**src/rtl/lsu_pkg.sv**
```systemverilog
// Shared types and helpers for the load/store unit: memory mode encoding,
// FSM states, and the store-side lane/alignment functions.
package lsu_pkg;

    typedef enum logic [2:0] {
        LB  = 3'b000,
        LH  = 3'b001,
        LW  = 3'b010,
        LBU = 3'b011,
        LHU = 3'b100,
        SB  = 3'b101,
        SH  = 3'b110,
        SW  = 3'b111
    } mem_mode_t;

    typedef enum logic [1:0] {
        IDLE = 2'd0,
        REQ  = 2'd1,
        DONE = 2'd2
    } lsu_state_t;

    function automatic logic is_store(input mem_mode_t mode);
        return mode[2] && (mode != LHU);
    endfunction

    function automatic logic misaligned(input mem_mode_t mode, input logic [1:0] lo);
        case (mode)
            LH, LHU, SH: return lo[0];
            LW, SW:      return lo != 2'b00;
            default:     return 1'b0;
        endcase
    endfunction

    function automatic logic [3:0] store_be(input mem_mode_t mode, input logic [1:0] lo);
        case (mode)
            SB:      return 4'(4'b0001 << lo);
            SH:      return lo[1] ? 4'b1100 : 4'b0011;
            default: return 4'b1111;
        endcase
    endfunction

    function automatic logic [31:0] store_data(input mem_mode_t mode, input logic [31:0] wd);
        case (mode)
            SB:      return {4{wd[7:0]}};
            SH:      return {2{wd[15:0]}};
            SW:      return wd;
            default: return 32'd0;
        endcase
    endfunction

endpackage

```
**src/rtl/lsu_load_align.sv**
```systemverilog
// Selects the addressed byte/half of a read word and sign- or zero-extends it.
module lsu_load_align
    import lsu_pkg::*;
(
    input  logic [31:0] rdata,
    input  mem_mode_t   mode,
    input  logic [1:0]  lo,
    output logic [31:0] result_c
);

    logic [7:0]  byte_sel;
    logic [15:0] half_sel;

    always_comb begin
        byte_sel = 8'd0;
        case (lo)
            2'd0: byte_sel = rdata[7:0];
            2'd1: byte_sel = rdata[15:8];
            2'd2: byte_sel = rdata[23:16];
            2'd3: byte_sel = rdata[31:24];
            default: byte_sel = 8'd0;
        endcase
        half_sel = lo[1] ? rdata[31:16] : rdata[15:0];
    end

    always_comb begin
        result_c = rdata;
        case (mode)
            LB:      result_c = {{24{byte_sel[7]}}, byte_sel};
            LBU:     result_c = {24'd0, byte_sel};
            LH:      result_c = {{16{half_sel[15]}}, half_sel};
            LHU:     result_c = {16'd0, half_sel};
            default: result_c = rdata;
        endcase
    end

endmodule

```
**src/rtl/lsu_mem_interface.sv**
```systemverilog
// Multi-cycle load/store unit driving a word-wide req/ack data-memory bus,
// with misalignment rejection and a request timeout.
module lsu_mem_interface
    import lsu_pkg::*;
#(
    parameter int unsigned TIMEOUT_CYCLES = 16,
    parameter int unsigned ADDR_W         = 32
) (
    input  logic              clk,
    input  logic              rst_n,
    input  logic              MemEn,
    input  logic [2:0]        Mode,
    input  logic [ADDR_W-1:0] Addr,
    input  logic [31:0]       WriteData,
    output logic              Stall,
    output logic              Done,
    output logic [31:0]       ReadData,
    output logic              MisalignFault,
    output logic              BusError,
    output logic              MemReq,
    output logic              MemWE,
    output logic [ADDR_W-1:0] MemAddr,
    output logic [3:0]        MemBE,
    output logic [31:0]       MemWData,
    input  logic [31:0]       MemRData,
    input  logic              MemAck
);

    localparam int unsigned CNT_W = (TIMEOUT_CYCLES > 1) ? $clog2(TIMEOUT_CYCLES) : 1;

    lsu_state_t  state, state_next;
    mem_mode_t   mode_in, mode_q;
    logic [1:0]  lo_q;
    logic [CNT_W-1:0] cnt;
    logic        miss, issue, timeout_hit;
    logic [31:0] load_c;

    assign mode_in     = mem_mode_t'(Mode);
    assign miss        = misaligned(mode_in, Addr[1:0]);
    assign issue       = (state == IDLE) && MemEn && !miss;
    assign timeout_hit = (TIMEOUT_CYCLES != 0) && (cnt == CNT_W'(TIMEOUT_CYCLES - 1));

    lsu_load_align u_align (
        .rdata    (MemRData),
        .mode     (mode_q),
        .lo       (lo_q),
        .result_c (load_c)
    );

    // State register
    always_ff @(posedge clk or negedge rst_n) begin
        if (!rst_n) state <= IDLE;
        else        state <= state_next;
    end

    // Next-state logic; ack takes priority over timeout
    always_comb begin
        state_next = state;
        case (state)
            IDLE:    if (issue) state_next = REQ;
            REQ:     if (MemAck || timeout_hit) state_next = DONE;
            DONE:    state_next = IDLE;
            default: state_next = IDLE;
        endcase
    end

    // Core-facing handshake; Stall is forced low while reset is asserted
    always_comb begin
        Stall         = 1'b0;
        Done          = 1'b0;
        MisalignFault = 1'b0;
        if (rst_n) begin
            case (state)
                IDLE: begin
                    MisalignFault = MemEn && miss;
                    Stall         = MemEn && !miss;
                end
                REQ:     Stall = 1'b1;
                DONE:    Done  = 1'b1;
                default: ;
            endcase
        end
    end

    // Bus request, timeout counter and result registers
    always_ff @(posedge clk or negedge rst_n) begin
        if (!rst_n) begin
            MemReq   <= 1'b0;
            MemWE    <= 1'b0;
            MemAddr  <= '0;
            MemBE    <= 4'd0;
            MemWData <= 32'd0;
            ReadData <= 32'd0;
            BusError <= 1'b0;
            mode_q   <= LB;
            lo_q     <= 2'd0;
            cnt      <= '0;
        end else begin
            case (state)
                IDLE: if (issue) begin
                    MemReq   <= 1'b1;
                    MemWE    <= is_store(mode_in);
                    MemAddr  <= {Addr[ADDR_W-1:2], 2'b00};
                    MemBE    <= store_be(mode_in, Addr[1:0]);
                    MemWData <= store_data(mode_in, WriteData);
                    mode_q   <= mode_in;
                    lo_q     <= Addr[1:0];
                    cnt      <= '0;
                end
                REQ: begin
                    cnt <= cnt + CNT_W'(1);
                    if (MemAck) begin
                        MemReq   <= 1'b0;
                        MemWE    <= 1'b0;
                        BusError <= 1'b0;
                        if (!is_store(mode_q)) ReadData <= load_c;
                    end else if (timeout_hit) begin
                        MemReq   <= 1'b0;
                        MemWE    <= 1'b0;
                        BusError <= 1'b1;
                        ReadData <= 32'd0;
                    end
                end
                DONE:    BusError <= 1'b0;
                default: ;
            endcase
        end
    end

endmodule
```
**config.mk**
```make
export PLATFORM = sky130hd
export DESIGN_NAME = lsu_mem_interface
export DESIGN_NICKNAME = d
export VERILOG_FILES = /design/src/rtl/lsu_pkg.sv /design/src/rtl/lsu_load_align.sv /design/src/rtl/lsu_mem_interface.sv
export SDC_FILE = /design/constraint.sdc
export NUM_CORES = 1
export LEC_CHECK = 0
export CAP_MARGIN = 20
export CORE_ASPECT_RATIO = 2
export CORE_MARGIN = 8
export CORE_UTILIZATION = 35
export DETAILED_ROUTE_END_ITERATION = 10
export PLACE_DENSITY_LB_ADDON = 0.2
export SYNTH_ARGS = -nofsm -noshare
export SYNTH_HDL_FRONTEND = slang
export SYNTH_SLANG_ARGS = --single-unit
export TNS_END_PERCENT = 50
```
**constraint.sdc**
```tcl
create_clock -name clk -period 1.66 [get_ports clk]
set_clock_uncertainty 0.15 [all_clocks]
set_input_delay 0.332 -clock clk [delete_from_list [all_inputs] [get_ports clk]]
set_output_delay 0.332 -clock clk [all_outputs]
set_load 0.01 [all_outputs]
```
==> impl_metrics.json <==
{
  "path_clk_slew_ps": 70,
  "io_buffers": 206,
  "cts.htree.levels": 3,
  "synth_top_flop_cell": "dfrtp_1",
  "dp_hpwl_um": 16400,
  "synth.distinct_cells": 55,
  "synth-edff-count": 0,
  "p_per_area_mw_per_mm2": 1390,
  "holdWs_ps": 21.1,
  "drc": 0,
  "clkSinkCount": 112,
  "min_period_over_period_pct": 116,
  "drive_gt1_share_pct": 34.4,
  "holdBufCountCts": 0,
  "netlist_instances": 517,
  "reg2reg_slack_ps": -230,
  "n_antenna_cell": 0,
  "async_flop_share_pct": 100,
  "hp-class": "primary input to asynchronous set/reset pin",
  "max-vdd-ir-drop_mv": 0.579,
  "fin_tns_setup_ps": -13350,
  "tritoncts": "yes",
  "worstPathCellList": "buf_6 > buf_6 > mux2i_1 > a21o_1 > o21a_4 > o211a_1 > buf_6",
  "die-area_mm2": 0.0212,
  "drtIter0Drc": 147,
  "drtPass1Iterations": 4,
  "clock_latency_ps": 350,
  "cts_inserted_buffers": 9,
  "crit_path_frequent_cell": "buf_6",
  "slowest_delay_ps": 240,
  "cts-root-buf": "clkbuf_16",
  "layout.nets": 934,
  "cap_violations": 0,
  "synth_compound_gate_area_share_pct": 19.0,
  "critical_path_class": "primary input to primary output",
  "yosys.area_share.simple_pct": 8.77,
  "fin_area_mm2": 0.00994,
  "via_per_inst": 5.21,
  "ys_seq_elements": 112,
  "status": "complete, but fails checks",
  "ys_seq_area_share_pct": 48.4,
  "worst_ep_required_time_ps": 1180,
  "core_area_mm2": 0.0163,
  "gr-total-overflow": 0,
  "gp_congestion": 0.892,
  "slew_headroom_pct": 58.5,
  "final_hold_viol_count": 0,
  "rsz0062_at_grt": "yes",
  "grt_pass1_wl_um": 33900,
  "drv_slew": 0,
  "start_kind": "primary input",
  "synthAdderAreaFrac_pct": 0.216,
  "worst_slew_pin_slew_ps": 622,
  "wl_per_cell_um": 21.6,
  "netlist_area_mm2": 0.00579,
  "synth-xor-area-share_pct": 0.151,
  "cts.path.max_buffers": 2,
  "syn_area_per_cell_um2": 11.2,
  "wirelength_um": 22500,
  "grt_max_degree": 113,
  "synthToLayoutAreaGrowth_pct": 71.7,
  "most-common-layout-cells": "108 x dfrtp_1, 105 x dlygate4sd2_1, 97 x buf_4",
  "dieHeight_um": 198,
  "end_kind": "primary output",
  "detailed_place.area_mm2": 0.00869,
  "finalSetupViolCount": 99,
  "leakagePower_nw": 4.65,
  "crit_slowest_cell": "o21a_4",
  "grt_pass1_vias": 6002,
  "ios": 209,
  "ys_warn_count": 0,
  "finalCriticalPeriod_ps": 1930,
  "ant_nets": 0,
  "cp_max_fo": 5,
  "mostFrequentLayoutCell": "dfrtp_1",
  "antenna_found_initial": 0,
  "initial_utilization_pct": 35.6,
  "max_freq_mhz": 519,
  "num_vias": 5415,
  "power_w": 0.0138,
  "synth_mux_area_share_pct": 17.1,
  "fin_ws_ps": -269,
  "die_w_um": 107,
  "synth_top_family_by_area": "compound AO/OA/AOI/OAI gates",
  "num_rows": 66,
  "track_usage_pct": 21.0,
  "violations": "negative setup slack",
  "crit_arrival_ps": 1450
}
-- worst max-delay path, delay by kind of cell --
family	cells	cell delay, ps
mux	1	110
compound gates	3	660
buf+inv	3	340
-- stage by stage --
step | util [%] | setup WS (ps) | cells
global placement | 53.4 | -1270 | 977
detailed placement | 53.4 | -1260 | 977
CTS | 58.6 | -258 | 1021
floorplan | - | -196 | 518
global route | 61.1 | -316 | 1039
finish | 61.1 | -269 | 1039
-- cell usage after synthesis (2+ instances only) --
cell,n,area [um^2]
nand2_1,41,154
a221oi_1,12,105
a22oi_1,2,15.0
buf_4,2,15.0
o21a_1,4,30.0
and3_1,3,18.8
nand3b_1,8,60.1
a21oi_1,6,30.0
o311ai_0,6,52.6
o22ai_1,2,12.5
and2b_1,2,15.0
mux2i_1,27,270
buf_6,7,78.8
a22o_1,16,140
inv_1,37,139
buf_2,13,65.1
nand2b_1,5,31.3
nand3_1,2,10.0
nor2_1,29,109
nor2b_1,9,56.3
o2111ai_1,15,131
o21ai_0,33,165
o2bb2ai_1,30,263
a211oi_1,2,15.0
dfrtp_1,112,2800
mux2_2,6,67.6
clkbuf_1,15,56.3
a21o_1,3,22.5
mux2_4,42,631
-- flip-flops by register name, indices dropped and copies added (netlist names) --
signal,cells
mode_q,3
MemAddr,30
state,2
ReadData,32
BusError,1
lo_q,2
MemBE,4
cnt,4
MemReq,1
MemWData,32
MemWE,1
-- logic make-up after synthesis --
kind of cell    Yosys count
xor+xnor                  1
flops                   112
compound gates          144
buf+inv                  76
simple gates            106
mux                      76
other cells               1
fa+ha+maj                 1
-- path summary, 6_finish.rpt --
| kind | startpoint | cells after the start | end |
|---|---|---|---|
| setup / recovery | Mode[2] | 7 | Stall |
| hold / removal | rst_n | 3 | BusError$_DFFE_PN0P_ |
| setup reg to reg | state[1]$_DFFE_PN0P_ | 8 | MemAddr[26]$_DFFE_PN0P_ |
| hold reg to reg | MemReq$_DFFE_PN0P_ | 2 | MemReq$_DFFE_PN0P_ |
| max in group asynchronous | rst_n | 3 | mode_q[2]$_DFFE_PN0P_ |
| min in group clk | Addr[0] | 2 | lo_q[0]$_DFFE_PN0P_ |
-- cell type report --
class	instances	area, um^2
multi-input combinational	330	3120
timing repair buffer	340	3320
tap	204	255
inverter	37	141
clock buffer	11	243
sequential	112	2810
fill	1371	6330
clock inverter	5	56.3
-- report_power, final --
| part | leakage [nW] | switching, W | internal, W |
|---|---|---|---|
| sequential | 1.40 | 0.000656 | 0.00370 |
| clock | 0.145 | 0.00102 | 0.00121 |
| combinational | 3.11 | 0.00331 | 0.00391 |
| total | 4.65 | 0.00498 | 0.00882 |
-- repair_timing --
item | 4_1_cts | 5_1_grt
gates resized for setup | 229 | 40
setup endpoints to repair | 214 | 107
buffers inserted | 25 | 13
endpoints found under the hold margin | 0 | 0
pin swaps | 21 | 14
cloned | 4 | 6
-- routing by layer --
metal / vias to the layer above / global-route usage [%] / share of wire (%) / wire length, um
met5: - / 0 / 0 / 0
met2: 177 / 40.2 / 56 / 12700
met3: 59 / 3.55 / 4.2 / 940
met4: 0 / 12.8 / 5.6 / 1260
li1: 2495 / - / - / -
met1: 2684 / 19.8 / 34 / 7600
(Power assumes the default switching activity.)
